===== config.mk =====
export PLATFORM = sky130hd
export DESIGN_NAME = cbb_ecc_dec_pipe
export DESIGN_NICKNAME = d
export VERILOG_FILES = /design/src/rtl/cbb_ecc_dec_pipe.sv
export SDC_FILE = /design/constraint.sdc
export NUM_CORES = 1
export LEC_CHECK = 0
export CORE_MARGIN = 4
export CORE_UTILIZATION = 54
export CTS_BUF_LIST = sky130_fd_sc_hd__clkbuf_16
export DETAILED_ROUTE_END_ITERATION = 12
export PLACE_DENSITY_LB_ADDON = 0.2
export SETUP_SLACK_MARGIN = 0.05
export SLEW_MARGIN = 20
export SYNTH_ARGS = -nofsm -noshare
export SYNTH_HDL_FRONTEND = slang
export SYNTH_SLANG_ARGS = --single-unit

===== constraint.sdc =====
create_clock -name clk -period 3.8 [get_ports clk]
set_input_delay 0.38 -clock clk [delete_from_list [all_inputs] [get_ports clk]]
set_output_delay 0.38 -clock clk [all_outputs]
set_load 0.03 [all_outputs]

===== src/rtl/cbb_ecc_dec_pipe.sv =====
// Pipelined SECDED decoder with valid/ready flow control, saturating error
// counters and a first-error log. ecc_en=0 passes raw data with no flags.
module cbb_ecc_dec_pipe #(
  parameter int DW    = 32,
  parameter int EW    = 7,
  parameter int PIPE  = 1,
  parameter int CNT_W = 16
) (
  input  logic                 clk,
  input  logic                 rst_n,
  input  logic                 ecc_en,
  input  logic                 in_vld,
  output logic                 in_rdy,
  input  logic [DW+EW-1:0]     din,
  output logic                 out_vld,
  input  logic                 out_rdy,
  output logic [DW-1:0]        dout,
  output logic                 sec,
  output logic                 ded,
  output logic [EW-2:0]        syn,
  output logic [CNT_W-1:0]     sec_cnt,
  output logic [CNT_W-1:0]     ded_cnt,
  input  logic                 clr_cnt,
  output logic                 log_vld,
  output logic                 log_ded,
  output logic [EW-2:0]        log_syn,
  output logic                 log_ovf,
  input  logic                 clr_log
);

  if (PIPE != 1 && PIPE != 2) begin : gBadPipe
    $error("cbb_ecc_dec_pipe: PIPE must be 1 or 2");
  end
  if ((1 << (EW - 1)) < DW + EW) begin : gBadEw
    $error("cbb_ecc_dec_pipe: EW too small for DW");
  end

  // Hamming position of data bit idx: the idx-th non-power-of-two position.
  function automatic logic [EW-2:0] dataPos(input int idx);
    int            cnt;
    logic [EW-2:0] res;
    cnt = 0;
    res = '0;
    for (int p = 3; p < (1 << (EW - 1)); p++) begin
      if ((p & (p - 1)) != 0) begin
        if (cnt == idx) res = p[EW-2:0];
        cnt++;
      end
    end
    return res;
  endfunction

  logic [DW-1:0] inData;
  logic [EW-2:0] inChk;
  logic [EW-2:0] inSyn;
  logic          inPar;

  assign inData = din[DW-1:0];
  assign inChk  = din[DW+EW-2:DW];
  assign inPar  = ^din;

  always_comb begin
    inSyn = inChk;
    for (int i = 0; i < DW; i++) begin
      if (inData[i]) inSyn = inSyn ^ dataPos(i);
    end
  end

  logic          outVld_q;
  logic          outAdv;
  logic          aVld;
  logic          aEn;
  logic          aPar;
  logic [DW-1:0] aData;
  logic [EW-2:0] aSyn;

  assign outAdv = !outVld_q || out_rdy;

  if (PIPE == 2) begin : gStage1
    logic          s1Vld_q;
    logic          s1En_q;
    logic          s1Par_q;
    logic [DW-1:0] s1Data_q;
    logic [EW-2:0] s1Syn_q;

    always_ff @(posedge clk or negedge rst_n) begin
      if (!rst_n) begin
        s1Vld_q  <= 1'b0;
        s1En_q   <= 1'b0;
        s1Par_q  <= 1'b0;
        s1Data_q <= '0;
        s1Syn_q  <= '0;
      end else if (in_rdy) begin
        s1Vld_q <= in_vld;
        if (in_vld) begin
          s1En_q   <= ecc_en;
          s1Par_q  <= inPar;
          s1Data_q <= inData;
          s1Syn_q  <= inSyn;
        end
      end
    end

    assign in_rdy = !s1Vld_q || outAdv;
    assign aVld   = s1Vld_q;
    assign aEn    = s1En_q;
    assign aPar   = s1Par_q;
    assign aData  = s1Data_q;
    assign aSyn   = s1Syn_q;
  end else begin : gNoStage1
    assign in_rdy = outAdv;
    assign aVld   = in_vld;
    assign aEn    = ecc_en;
    assign aPar   = inPar;
    assign aData  = inData;
    assign aSyn   = inSyn;
  end

  // Odd overall parity means one flipped bit; only data positions get repaired.
  logic [DW-1:0] fixData;
  logic          fixSec;
  logic          fixDed;
  logic [EW-2:0] fixSyn;

  always_comb begin
    fixData = aData;
    fixSec  = 1'b0;
    fixDed  = 1'b0;
    fixSyn  = '0;
    if (aEn) begin
      fixSyn = aSyn;
      if (aPar) begin
        fixSec = 1'b1;
        for (int i = 0; i < DW; i++) begin
          if (aSyn == dataPos(i)) fixData[i] = ~aData[i];
        end
      end else if (aSyn != '0) begin
        fixDed = 1'b1;
      end
    end
  end

  logic [DW-1:0] dout_q;
  logic          sec_q;
  logic          ded_q;
  logic [EW-2:0] syn_q;

  always_ff @(posedge clk or negedge rst_n) begin
    if (!rst_n) begin
      outVld_q <= 1'b0;
      dout_q   <= '0;
      sec_q    <= 1'b0;
      ded_q    <= 1'b0;
      syn_q    <= '0;
    end else if (outAdv) begin
      outVld_q <= aVld;
      if (aVld) begin
        dout_q <= fixData;
        sec_q  <= fixSec;
        ded_q  <= fixDed;
        syn_q  <= fixSyn;
      end
    end
  end

  logic             xfer;
  logic [CNT_W-1:0] secCnt_q, secCnt_d;
  logic [CNT_W-1:0] dedCnt_q, dedCnt_d;
  logic             logVld_q, logVld_d;
  logic             logDed_q, logDed_d;
  logic [EW-2:0]    logSyn_q, logSyn_d;
  logic             logOvf_q, logOvf_d;

  assign xfer = outVld_q && out_rdy;

  always_comb begin
    secCnt_d = secCnt_q;
    dedCnt_d = dedCnt_q;
    if (clr_cnt) begin
      secCnt_d = '0;
      dedCnt_d = '0;
    end else if (xfer) begin
      if (sec_q && secCnt_q != '1) secCnt_d = secCnt_q + 1'b1;
      if (ded_q && dedCnt_q != '1) dedCnt_d = dedCnt_q + 1'b1;
    end
  end

  always_comb begin
    logVld_d = logVld_q;
    logDed_d = logDed_q;
    logSyn_d = logSyn_q;
    logOvf_d = logOvf_q;
    if (clr_log) begin
      logVld_d = 1'b0;
      logDed_d = 1'b0;
      logSyn_d = '0;
      logOvf_d = 1'b0;
    end else if (xfer && (sec_q || ded_q)) begin
      if (!logVld_q) begin
        logVld_d = 1'b1;
        logDed_d = ded_q;
        logSyn_d = syn_q;
      end else begin
        logOvf_d = 1'b1;
      end
    end
  end

  always_ff @(posedge clk or negedge rst_n) begin
    if (!rst_n) begin
      secCnt_q <= '0;
      dedCnt_q <= '0;
      logVld_q <= 1'b0;
      logDed_q <= 1'b0;
      logSyn_q <= '0;
      logOvf_q <= 1'b0;
    end else begin
      secCnt_q <= secCnt_d;
      dedCnt_q <= dedCnt_d;
      logVld_q <= logVld_d;
      logDed_q <= logDed_d;
      logSyn_q <= logSyn_d;
      logOvf_q <= logOvf_d;
    end
  end

  assign out_vld = outVld_q;
  assign dout    = dout_q;
  assign sec     = sec_q;
  assign ded     = ded_q;
  assign syn     = syn_q;
  assign sec_cnt = secCnt_q;
  assign ded_cnt = dedCnt_q;
  assign log_vld = logVld_q;
  assign log_ded = logDed_q;
  assign log_syn = logSyn_q;
  assign log_ovf = logOvf_q;

endmodule


; Yosys cells after proc, flatten, opt, wreduce, memory -nomap -nowiden
; Index checks and enable logic that the tools add are counted.
[word_totals]
output_inout_bits = 83
mem_count = 0
inputBits = 46
romBits = 0
ram_bits = 0
word_cells = 11203
regBits = 82
latch_bits = 0
[classes]
div = 0
order_cmp = 0
reduce_logical = 131
addsub = 1817
shifts = 0
n_bitwise = 64
n_eq_ne = 3507
muxes = 5673
n_mul = 0
[op_table]
columns = op, count
row1 = $mux W32, 1906
row2 = $add A32 B2 Y32 const B, 1815
row3 = $eq A32 B6 Y1 const B, 1792
row4 = $eq A32 B5 Y1 const B, 896
row5 = $mux W6, 3652
row6 = $eq A32 B4 Y1 const B, 448
row7 = $eq A32 B3 Y1 const B, 224
row8 = $eq A32 B2 Y1 const B, 112
row9 = $logic_not A32 Y1, 112
row10 = $eq A6 B6 Y1, 32
row11 = $mux W3, 64
row12 = $xor A6 B6 Y6, 32
row13 = $mux W16, 6
row14 = $mux W1, 45
row15 = $reduce_xor A39 Y1, 1
row16 = $add A16 B1 Y16 const B, 2
row17 = $ne A16 B16 Y1 const B, 2
row18 = $not A1 Y1, 32
row19 = $reduce_and A2 Y1, 5
row20 = $reduce_bool A2 Y1, 5
row21 = $reduce_bool A6 Y1, 1
row22 = $logic_and A1 B1 Y1, 4
row23 = $logic_or A1 B1 Y1, 2
row24 = $ne A2 B2 Y1 const B, 1
row25 = $logic_not A1 Y1, 1

; Logic depth before layout (Yosys ltp)
; Gate-level depths: netlist of run 1.
[logic_depth]
ltp_word = 182
depth_mapped = 10
depth_no_buf = 7

; Worst setup path before layout of run 1
; Ideal clock, no wire load.
[synth_timing]
path_type = input port to flip-flop
from = in din[27]
to = reg dout_q[15], in the netlist dout[15]
stages = 9
setup_time_ps = 82
slack_ps = 928
required_ps = 3718
n_path_buf = 2
arrival_time_ps = 2790
path_cell_list = xnor2_1 xnor3_1 xor3_2 xnor2_2 mux2i_1 clkbuf_1 buf_2 o31ai_1 a31oi_1
[synth_between]
elab_chain_len = 13
word_cells_on_any_way = 14
classes_between = eq/ne (1) / mux (8) / bitwise (4) / reduce/logical (1)
[synth_rtl]
columns = item, line_no
row1 = start: declaration, 14  ; input logic [DW+EW-1:0] din,
row2 = $mux W6, -
row3 = $xor A6 B6 Y6, -
row4 = $mux W6, -
row5 = $xor A6 B6 Y6, -
row6 = $mux W6, -
row7 = $xor A6 B6 Y6, -
row8 = $mux W6, -
row9 = $xor A6 B6 Y6, -
row10 = $mux W6, -
row11 = $eq A6 B6 Y1, -
row12 = $mux W1, -
row13 = $mux W32 * (2 in a row), -
row14 = end signal: assignment, 158  ; dout_q <= fixData;
row15 = end: declaration, 143  ; logic [DW-1:0] dout_q;
; Mark *: on every way between the ends. The rest lies on a longest branch, timed or not.
; A chain may end at the register's enable or synchronous reset.

; Worst setup path after layout of run 1
[layout_timing]
from = in din[31]
to = reg dout_q[25], in the netlist dout[25]
[layout_between]
elab_chain_len = 5
word_cells_on_any_way = 6
classes_between = eq/ne (1) / mux (4) / reduce/logical (1)
[layout_rtl]
columns = item
row1 = $mux W6
row2 = $eq A6 B6 Y1
row3 = $mux W1
row4 = $mux W32 * (2 in a row)
; Marks and branches as above.

==> results of run 1 <==
[placed cells by master (no fill, tap or decap), types with 4 or more instances in the layout]
cell and count:
clkdlybuf4s50_1 126, dfrtp_1 82, nor2_1 77, xnor2_1 38, a31oi_1 33, or4_1 31
o31ai_1 29, nand2_1 28, xor2_1 28, buf_4 17, xnor3_1 14, nand3_1 12
nand4_1 11, o21ai_0 10, clkbuf_16 9, a21oi_1 8, nand2b_1 7, or3_1 7
inv_1 6, a22o_1 6, and3_1 5, and4_1 5, o41ai_1 5, mux2i_1 5
xnor2_2 4
[metal layers]
layer	vias to the layer above	GRT usage [%]	share of wire (%)
met5	-	0	0
met4	0	8.927	2.6
met3	34	5.364	7.6
met2	214	44.46	50
met1	2206	32.85	39
li1	2103	-	-
[where the power goes]
group	switching, mW	internal (mW)
registers	0.0778	0.969
clock network	0.387	0.456
logic	1.21	0.822
total	1.68	2.25
[critical path, stage by stage]
cell             delay, ns
clkdlybuf4s50_1       0.50
xnor2_1               0.38
xnor3_1               0.58
xor3_2                0.50
xnor2_2               0.30
mux2i_1               0.18
buf_12                0.19
or4_1                 0.51
a31oi_1               0.22
[how the worst max path moves through the flow]
stage,from,to,depth (start not counted)
finish,din[31],dout[25],9
global route,din[31],dout[25],9
CTS,din[31],dout[25],9
detailed placement,din[31],dout[25],9
global placement,din[31],dout[23],9
floorplan,din[27],dout[15],9
[area by class of cell]
cell class / instances / area, um2 / area share (%)
clock buffer: 9 / 225.2 / 3.322
clock inverter: 7 / 60.06 / 0.8858
inverter: 6 / 22.52 / 0.3322
multi-input combinational: 387 / 2840 / 41.89
sequential: 82 / 2052 / 30.26
tap: 108 / 135.1 / 1.993
timing repair buffer: 147 / 1445 / 21.31
[synth_stat cells (2+ instances only)]
| cell type | instances | share of area [%] |
|---|---|---|
| nor2_1 | 77 | 5.7 |
| nor4_1 | 2 | 0.25 |
| buf_2 | 6 | 0.60 |
| a22o_1 | 6 | 1.0 |
| xor2_1 | 28 | 4.9 |
| a31oi_1 | 33 | 4.1 |
| or4_1 | 31 | 4.6 |
| dfrtp_1 | 82 | 41 |
| nand2_1 | 28 | 2.1 |
| clkbuf_1 | 22 | 1.6 |
| xnor2_1 | 38 | 6.6 |
| and2_1 | 3 | 0.37 |
| and3_1 | 5 | 0.62 |
| ha_1 | 2 | 0.50 |
| o21ai_0 | 10 | 0.99 |
| o2111ai_1 | 2 | 0.35 |
| o31ai_1 | 29 | 4.3 |
| xnor3_1 | 14 | 6.3 |
| nand4_1 | 11 | 1.4 |
| o41ai_1 | 5 | 0.87 |
| mux2i_1 | 6 | 1.2 |
| xnor2_2 | 4 | 1.3 |
| nand2b_1 | 7 | 0.87 |
| nor3_1 | 2 | 0.20 |
| nand3_1 | 12 | 1.2 |
| inv_1 | 6 | 0.45 |
| xor3_1 | 2 | 0.94 |
| or3_1 | 7 | 0.87 |
| a21oi_1 | 8 | 0.80 |
| and4_1 | 5 | 0.87 |
[through the flow]
stage / area [um2] / std cells / hold WS [ns] / total power [mW] / setup WS (ns)
after floorplan: 5034 / 504 / 0.08441 / 2.283 / 0.9277
after global placement: 6496 / 730 / 0.4844 / 3.013 / 0.1463
after detailed placement: 6496 / 730 / 0.4941 / 3.067 / 0.02456
after CTS: 6782 / 746 / 0.2730 / 3.911 / 0.3177
after global routing: 6780 / 746 / 0.1481 / 4.130 / 0.1256
final: 6780 / 746 / 0.06499 / 3.922 / 0.2855
[sequential cells by signal (all words and copies together) (netlist names), 6 cells and up]
signal and cells:
ded_cnt 16, dout 32, log_syn 6, sec_cnt 16, syn 6
[cells by family (layout without fill, tap and decap cells)]
| logic type | Yosys count | count (layout) |
|---|---|---|
| flops | 82 | 82 |
| simple gates | 193 | 193 |
| fa+ha+maj | 2 | 2 |
| xor+xnor | 90 | 90 |
| compound gates | 96 | 96 |
| buf+inv | 35 | 169 |
| mux | 6 | 6 |
==> results.md, run 1 <==
* Status: completed
* Die Ht at 104.5 um
* Post-layout util at 76.26%
* Req. time, crit path at 4.04 ns
* Initial Utilization at 56.61%
* Post-synth net total at 552
* Max-cap violation count at 0
* DR vias at 4,557
* Slew margin rel. at 46.39%
* Ys async rst share at 100.0%
* DR vias/cell at 6.109
* Final WL at 13,750 um
* Wire per inst at 18.43 um
* Vias in the first global route at 4,557
* FF-to-FF Start: ded_cnt[9]
* Die Footprint at 10,930 um2
* IO Count at 129
* Distinct cells, synth at 41
* Num rows at 34
* Arrival time at the worst endpoint at 3.75 ns
* Area of the mapped netlist at 5034 um2
* Inserted Clock Buffers at 9
* CTS Buffer Depth at 2
* Synthesized netlist cell count at 504
* Root buffer cell: clkbuf_16
* CP Launch Type: primary input
* LEAKAGE at 2.754 nW
* Pin count of the biggest net entering global routing at 83
* Seq/Total Area, Yosys at 40.77%
* Pwr dens at 578.5 nW/um2
* #FFs+latches synth at 82
* Fin. Hold Viols at 0
* Final period util at 92.49%
* RSZ-0062 raised after global routing: no
* CTS H-tree depth at 3
* Core area at 8891 um2
* Peak VDD IR at 0.3504 mV
* Antenna Nets Post-Route at 0
* Sink Count at 82
* Post-synth EDFFs at 0
* Share of cells above drive strength 1 at 7.367%
* Setup Crit Path Kind: primary input to flip-flop
* Avg Cell Area, Syn at 9.987 um2
* Yosys warns at 0
* Area Overhead vs Synth at 34.70%
* Number of endpoints failing setup at the final stage at 0
* Synthesized-area fraction occupied by adder cells at 0.4971%
* Fin. max-slew vios at 0
* Hold_buf cts at 0
* Tot GR Track Use at 25.96%
* Post-CTS Setup Bufs at 0
* R2R cell count at 7
* Post-DP HPWL at 10,360 um
* Clock Pin Slew Worst Setup and Hold Paths at 0.07 ns
* Antenna violations before repair at 0
* Crit. End Element: flip-flop
* Period minus WS final at 3.514 ns
* Die Wd at 104.5 um
* Fmax at 0.2845 GHz
* Worst slew pin tran at 0.8042 ns
* GRT Residual Overflow at 0
* Port Buffers at 128
* Post-synthesis mux area share at 1.193%
* CTS tree: built
* Post-layout nets at 681
* Residual DRC count at 0
* Global-route wire length before repair at 23,030 um
* 1st-pass router iterations at 5
* Final Skew at 0.007470 ns
* Top_reg_cell synth: dfrtp_1
* XOR/XNOR Fraction of Synth Area at 22.05%
* Crit path max fanout at 30
* ANT cells at 0
* Initial DRC Count at 266
* Setup TNS Final at 0 ns
* # fillers at 622
* Gates resized, CTS repair at 0
* Worst hold path class: primary input to asynchronous set/reset pin
* Largest family of logic cells by synthesized area: XOR/XNOR gates
* Worst skew pair latency at 0.34 ns
* Setup slack, reg-to-reg at 1.38 ns
* RePlAce Congestion at 0.8831
* Worst r2r dst: ded_cnt[14]
* Post-synthesis compound-gate area fraction at 13.00%
* Synth Area in Simple Gates at 19.59%
(Power assumes the default switching activity.)
==> run 2, diff against run 1 <==
- CORE_UTILIZATION: 54 -> 45
- clock period: 3.8 -> 2.8 ns (I/O delays scaled with it)
==> results.md, run 2 (same netlist as run 1, synthesis figures left out) <==
* Status: completed
* # fillers at 835
* Die Ht at 113.8 um
* Port Buffers at 128
* Sink Count at 82
* Core area at 10,890 um2
* Max-cap violation count at 0
* GRT Residual Overflow at 0
* RePlAce Congestion at 0.8570
* Area Overhead vs Synth at 51.08%
* Slew margin rel. at 43.82%
* Fmax at 0.3632 GHz
* Fin. Hold Viols at 0
* Crit-path cells: clkdlybuf4s50_1, xnor2_1, xnor2_4, xor2_4, buf_6, buf_4, or4_1, mux2i_2, o2111ai_1, a31oi_1
* CTS tree: built
* Final period util at 98.34%
* Crit. End Element: flip-flop
* Req. time, crit path at 3.04 ns
* Worst path max stage delay at 0.54 ns
* Worst hold path class: primary input to asynchronous set/reset pin
* Final Skew at 0.005892 ns
* Fin. max-slew vios at 0
* Fin Hold WS at 0.000004496 ns
* Final WL at 14,880 um
* FF-to-FF Start: ded_cnt[9]
* Non-Filler Instances at 849
* Worst r2r dst: ded_cnt[9]
* Worst setup path endpoint: dout[30]
* LEAKAGE at 3.327 nW
* Die Footprint at 12,940 um2
* Cell total after placement at 823
* Clock Pin Slew Worst Setup and Hold Paths at 0.06 ns
* Pin count of the biggest net entering global routing at 83
* Period minus WS final at 2.754 ns
* Worst skew pair latency at 0.34 ns
* Levels on crit path at 10
* Crit path max-delay cell type: or4_1
* Num rows at 38
* Commonest non-fill, non-tap cell in the layout: clkdlybuf4s50_1
* Buf+Inv Stages, Crit Path at 3
* CTS H-tree depth at 3
* Wire per inst at 17.53 um
* DR vias/cell at 5.620
* Global-route wire length before repair at 23,470 um
* CP Launch Type: primary input
* Share of cells above drive strength 1 at 21.75%
* Peak VDD IR at 0.8032 mV
* Tot GR Track Use at 22.91%
* Vias in the first global route at 4,582
* RSZ-0062 raised after global routing: yes
* Initial Utilization at 46.23%
* Setup slack, reg-to-reg at 0.46 ns
* Pwr dens at 807.4 nW/um2
* Post-layout nets at 751
* Total power at 6.140 mW
* Antenna violations before repair at 1
* Post-DP HPWL at 10,910 um
* Most frequent cells in the layout: clkdlybuf4s50_1 (95), dfrtp_1 (82), buf_4 (81)
* Inserted Clock Buffers at 9
* Number of endpoints failing setup at the final stage at 0
* Max reg flops at 32
* CTS Buffer Depth at 2
* CP Launch Point: din[14]
* Die Wd at 113.8 um
* Residual DRC count at 0
* Initial DRC Count at 332
* R2R cell count at 7
* 1st-pass router iterations at 5
* Arrival time at the worst endpoint at 3.00 ns
* Worst slew pin tran at 0.8362 ns
* Antenna Nets Post-Route at 0
* IO Count at 129
* DR vias at 4,771
* Setup Crit Path Kind: primary input to flip-flop
* Root buffer cell: clkbuf_16
* Crit path max fanout at 4
* Crit-path leading delay family: XOR/XNOR gates
-- run 2: changes by cell type in the layout (fill, tap and decap cells not counted), moves of 3 or more --
cell | before | now
clkdlybuf4s50_1 | 126 | 95
xor2_1 | 28 | 24
xor2_2 | 0 | 4
dlygate4sd2_1 | 0 | 9
xnor3_1 | 14 | 9
xnor2_1 | 38 | 26
clkdlybuf4s15_1 | 0 | 4
buf_4 | 17 | 81
mux2i_1 | 5 | 2
buf_6 | 1 | 5
xnor2_2 | 4 | 15
xnor3_2 | 1 | 6
dlymetal6s2s_1 | 0 | 13
buf_2 | 1 | 5
-- run 2: layer usage --
| metal | vias up | wire length (um) | GRT usage [%] |
|---|---|---|---|
| li1 | 2250 | - | - |
| met1 | 2289 | 6209 | 29.78 |
| met5 | - | 0 | 0 |
| met2 | 197 | 7192 | 37.53 |
| met3 | 35 | 993 | 4.297 |
| met4 | 0 | 489 | 9.856 |
-- run 2: worst min-delay path by stage --
| stage | slack (ns) | depth (start not counted) | endpoint |
|---|---|---|---|
| final | 0.000004 | 1 | ded_cnt[6] |
| after global routing | 0.05 | 1 | ded_cnt[6] |
| after CTS | 0.17 | 1 | ded_cnt[6] |
| after detailed placement | 0.49 | 2 | syn[1] |
| after global placement | 0.49 | 2 | log_ovf |
| after floorplan | -0.02 | 0 | ded |
-- run 2: final cells by class --
| cell class | count | area (um2) | share of cell area, % |
|---|---|---|---|
| diodes | 1 | 2.502 | 0.03291 |
| clock inverters | 7 | 68.82 | 0.9049 |
| clock buffers | 9 | 225.2 | 2.962 |
| repair buffers | 217 | 2019 | 26.55 |
| well taps | 140 | 175.2 | 2.303 |
| inverters | 6 | 22.52 | 0.2962 |
| multi-input cells | 387 | 3039 | 39.96 |
| flip-flops and latches | 82 | 2052 | 26.98 |
-- run 2: repair_timing --
action | in CTS | in global routing
pin swaps | 35 | 28
cloned | 1 | 1
setup endpoints to repair | 33 | 32
hold buffers | 0 | 0
buffers inserted | 4 | 3
resized for setup | 57 | 32
-- run 2: power breakdown --
group	switching (mW)	internal [mW]
combinational	1.87	1.67
clock	0.490	0.689
sequential	0.105	1.32
-- run 2: per-stage QoR --
stage | cell area, um2 | setup slack [ns] | util, % | TNS [ns]
floorplan | 5036 | 0.05466 | - | 0
global placement | 6995 | -0.5562 | 64.25 | -15.03
detailed placement | 6995 | -0.7545 | 64.25 | -19.39
CTS | 7468 | 0.04598 | 68.59 | 0
global route | 7605 | -0.04752 | 69.85 | -0.04752
finish | 7605 | 0.04637 | 69.85 | 0
